File: config.mk
export PLATFORM = sky130hd
export DESIGN_NAME = sprite_rom_arbiter
export DESIGN_NICKNAME = d
export VERILOG_FILES = /design/src/rtl/sprite_rom_arbiter.sv
export SDC_FILE = /design/constraint.sdc
export NUM_CORES = 1
export LEC_CHECK = 0
export ABC_AREA = 0
export CAP_MARGIN = 20
export CORE_MARGIN = 2
export CORE_UTILIZATION = 42
export DETAILED_ROUTE_END_ITERATION = 10
export PLACE_DENSITY = 0.86
export SKIP_CTS_REPAIR_TIMING = 1
export SLEW_MARGIN = 20
export SYNTH_ARGS = -nofsm -noshare
export SYNTH_HDL_FRONTEND = slang
export SYNTH_SLANG_ARGS = --single-unit
File: constraint.sdc
create_clock -name pixel_clk -period 3.1 [get_ports pixel_clk]
set_input_delay 0.93 -clock pixel_clk [delete_from_list [all_inputs] [get_ports pixel_clk]]
set_output_delay 0.93 -clock pixel_clk [all_outputs]
set_load 0.02 [all_outputs]
File: src/rtl/sprite_rom_arbiter.sv
// Round-robin arbiter sharing one synchronous image ROM among NREQ sprite requesters,
// fixed 3-cycle read latency. Define SPRITE_ARB_RANGE_CHECK_EN to add an address range check.
module sprite_rom_arbiter #(
  parameter int NREQ     = 4,
  parameter int AW       = 15,
  parameter int DW       = 9,
  parameter int IMG_SIZE = 19200
) (
  input  logic                 pixel_clk,
  input  logic                 reset,
  input  logic [NREQ-1:0]      req,
  input  logic [NREQ*AW-1:0]   addr,
  output logic [NREQ-1:0]      gnt,
  output logic [AW-1:0]        rom_addr,
  input  logic [DW-1:0]        rom_data,
  output logic [NREQ-1:0]      rd_valid,
  output logic [DW-1:0]        rd_data,
  output logic                 rd_oor
);

  localparam int IW = (NREQ > 1) ? $clog2(NREQ) : 1;

  if (IMG_SIZE < 1 || IMG_SIZE > (1 << AW)) begin : g_bad_img_size
    $error("IMG_SIZE does not fit the ROM address width");
  end

  logic [IW-1:0]   last_gnt_reg;
  logic [IW-1:0]   cand;
  logic [IW-1:0]   win_idx;
  logic            win_found;
  logic [AW-1:0]   win_addr;
  logic [AW-1:0]   win_rom_addr;
  logic            win_oor;

  logic [NREQ-1:0] gnt_reg;
  logic [NREQ-1:0] tag_reg;
  logic [NREQ-1:0] rd_valid_reg;
  logic            oor1_reg;
  logic            oor2_reg;
  logic            rd_oor_reg;
  logic [AW-1:0]   rom_addr_reg;
  logic [DW-1:0]   rd_data_reg;

  // Search starts one past the last winner, so a held request falls to the back of the line.
  always_comb begin
    win_found = 1'b0;
    win_idx   = '0;
    cand      = '0;
    for (int k = 1; k <= NREQ; k++) begin
      cand = IW'((int'(last_gnt_reg) + k) % NREQ);
      if (!win_found && req[cand]) begin
        win_found = 1'b1;
        win_idx   = cand;
      end
    end
  end

  assign win_addr = addr[int'(win_idx)*AW +: AW];

`ifdef SPRITE_ARB_RANGE_CHECK_EN
  assign win_oor      = (int'(win_addr) >= IMG_SIZE);
  assign win_rom_addr = win_oor ? '0 : win_addr;
`else
  assign win_oor      = 1'b0;
  assign win_rom_addr = win_addr;
`endif

  always_ff @(posedge pixel_clk) begin
    if (reset) begin
      gnt_reg      <= '0;
      tag_reg      <= '0;
      rd_valid_reg <= '0;
      oor1_reg     <= 1'b0;
      oor2_reg     <= 1'b0;
      rd_oor_reg   <= 1'b0;
      rom_addr_reg <= '0;
      rd_data_reg  <= '0;
      last_gnt_reg <= IW'(NREQ - 1);
    end else begin
      gnt_reg  <= '0;
      oor1_reg <= 1'b0;
      if (win_found) begin
        gnt_reg      <= NREQ'(1) << win_idx;
        rom_addr_reg <= win_rom_addr;
        last_gnt_reg <= win_idx;
        oor1_reg     <= win_oor;
      end
      // Grantee tag follows the ROM access: stage 1 while the ROM reads, stage 2 as return strobe.
      tag_reg      <= gnt_reg;
      oor2_reg     <= oor1_reg;
      rd_valid_reg <= tag_reg;
      rd_oor_reg   <= oor2_reg & (|tag_reg);
      if (|tag_reg) begin
        rd_data_reg <= oor2_reg ? '0 : rom_data;
      end
    end
  end

  assign gnt      = gnt_reg;
  assign rom_addr = rom_addr_reg;
  assign rd_valid = rd_valid_reg;
  assign rd_data  = rd_data_reg;
  assign rd_oor   = rd_oor_reg;

endmodule
==> reports/metrics.csv <==
metric;value;unit
via_per_inst;5.87;
largest_reg_flops;15;
crit_path_end_kind;flip-flop;
overflow;0;
cts_max_path_buffers;2;
preCtsSetupSlack;0.0714;ns
synthDistinctLibCells;30;
antennaDiodeCount;0;
ir_worst_vdd;0.204;mV
crit_type;in2reg;
synthesis.nets;300;
place_inst;372;
h-tree-depth;2;
wl_per_cell;16.4;um
p_leak;1.33;nW
max_freq;0.356;GHz
post_dp_cell_area;3100;sq um
fin_crit_sh;90.6;%
critPathRequiredTime;3.34;ns
multi_input_area;1100;sq um
grt_pass1_wl;10200;um
wl;6220;um
synth_area;1990;sq um
synth_top_area_share;38.2;%
post-synth-top-count-cell;dfxtp_1;
power;1.42;mW
vias;2231;
drv_slew;0;
worst_pin_slew;0.769;ns
die_area;5310;sq um
setup_slack;0.290;ns
holdWs;0.464;ns
hold_violations;0;
clkSlewWorstSetupHoldPaths;0.07;ns
fin_nets;400;
seq_area_frac_synth;38.2;%
ant_nets;0;
synth_common_cells;38 x dfxtp_1, 30 x nand4_1, 30 x o31ai_1, 24 x a21oi_1;
synth_largest_area_cell;dfxtp_1;
synth_area_leaders;dfxtp_1 38%, o31ai_1 11%, nand4_1 9.4%, a211o_1 7.0%, a21oi_1 6.0%;
ys_warn_count;0;
synth_edf_count;0;
setup_tns;0;ns
cts_tree;built;
place.gp.congestion;0.914;
start_kind;primary input;
fillers;359;
register_area;761;sq um
start_util;42.8;%
die_y;72.9;um
area_growth;60.5;%
maxCapViolations;0;
rows;25;
io_buffers;106;
die_w;72.9;um
post-route-min-period;2.81;ns
outcome;completed;
rsz0062_at_grt;no;
grt_max_degree;32;
async_reset_ff_share;0;%
min_path_type;reg2reg;
coreArea;4660;sq um
clk_latency;0.29;ns
power_density;443;nW/um^2
critPathArrivalTime;3.04;ns
skew;0.00813;ns
numCtsBuffers;5;
pin_count;108;
maxSlewHeadroom;48.5;%
synth_flop_cell;dfxtp_1;
drt_iter0_markers;113;
grt_pass1_vias;2132;
dr.pass1.iters;5;
syn_avg_cell_area;8.86;sq um
clock-sinks;38;
cp_max_fo;18;
dp_hpwl;4560;um
final_cell_area;3200;sq um
grt_usage;24.4;%
synthCells;225;
synth-seq-cells;38;
drive_above_1_share;11.0;%
antenna_found_initial;0;
root_buffer;clkbuf_8;
finalSetupViolCount;0;
drc;0;
final_cells;380;
fin_util;68.6;%
==> placed cells by master, fill, tap and decap left out, types with 2 or more instances in the layout <==
| cell | instances |
|---|---|
| clkbuf_8 | 6 |
| mux2i_1 | 9 |
| nor2b_1 | 11 |
| a21oi_1 | 23 |
| buf_4 | 12 |
| o31ai_1 | 30 |
| clkdlybuf4s50_1 | 106 |
| o21a_1 | 2 |
| a21oi_2 | 9 |
| nand4_1 | 30 |
| dfxtp_1 | 38 |
| a211o_1 | 16 |
| nor2_1 | 16 |
==> cell families after synthesis <==
logic type / share of synthesized area (%)
and+or+nand+nor: 18.8
other: 0.188
AOI/OAI and AO/OA: 30.6
DFF: 38.2
buffers and inverters: 7.72
muxes: 4.52
==> routing by layer <==
metal | global-route usage (%) | routed length [um] | vias to the layer above
li1 | - | - | 1064
met1 | 31.1 | 2580 | 1030
met2 | 41.5 | 3040 | 127
met3 | 6.63 | 541 | 10
met4 | 5.14 | 68 | 0
met5 | 0 | 0 | -
==> power by group <==
group | switching [mW] | leakage, nW | internal, mW
sequential | 0.0306 | 0.312 | 0.539
combinational | 0.236 | 0.973 | 0.260
clock | 0.171 | 0.0472 | 0.179
==> worst paths after layout <==
path / startpoint / endpoint / slack (ns) / cells past startpoint
hold reg to reg: rom_addr[5]$_SDFFE_PP0P_ / rom_addr[5]$_SDFFE_PP0P_ / 0.46 / 1
hold / removal: rom_addr[5]$_SDFFE_PP0P_ / rom_addr[5]$_SDFFE_PP0P_ / 0.46 / 1
setup reg to reg: last_gnt_reg[0]$_SDFFE_PP1P_ / rom_addr[14]$_SDFFE_PP0P_ / 1.24 / 6
setup / recovery: req[3] / rom_addr[14]$_SDFFE_PP0P_ / 0.29 / 7
==> critical path, stage by stage <==
cell	delay [ns]
clkdlybuf4s50_1	0.53
nor2b_1	0.22
o21ai_2	0.59
buf_4	0.30
nand4_1	0.11
a21oi_1	0.24
a211o_1	0.13
==> cell type report <==
| type | count | share of cell area, % |
|---|---|---|
| clock buffers | 6 | 2.58 |
| clock inverters | 2 | 0.391 |
| multi-input cells | 161 | 34.5 |
| flip-flops and latches | 38 | 23.8 |
| well taps | 54 | 2.11 |
| repair buffers | 119 | 36.6 |
No activity file was read; power rests on OpenSTA's default activity.
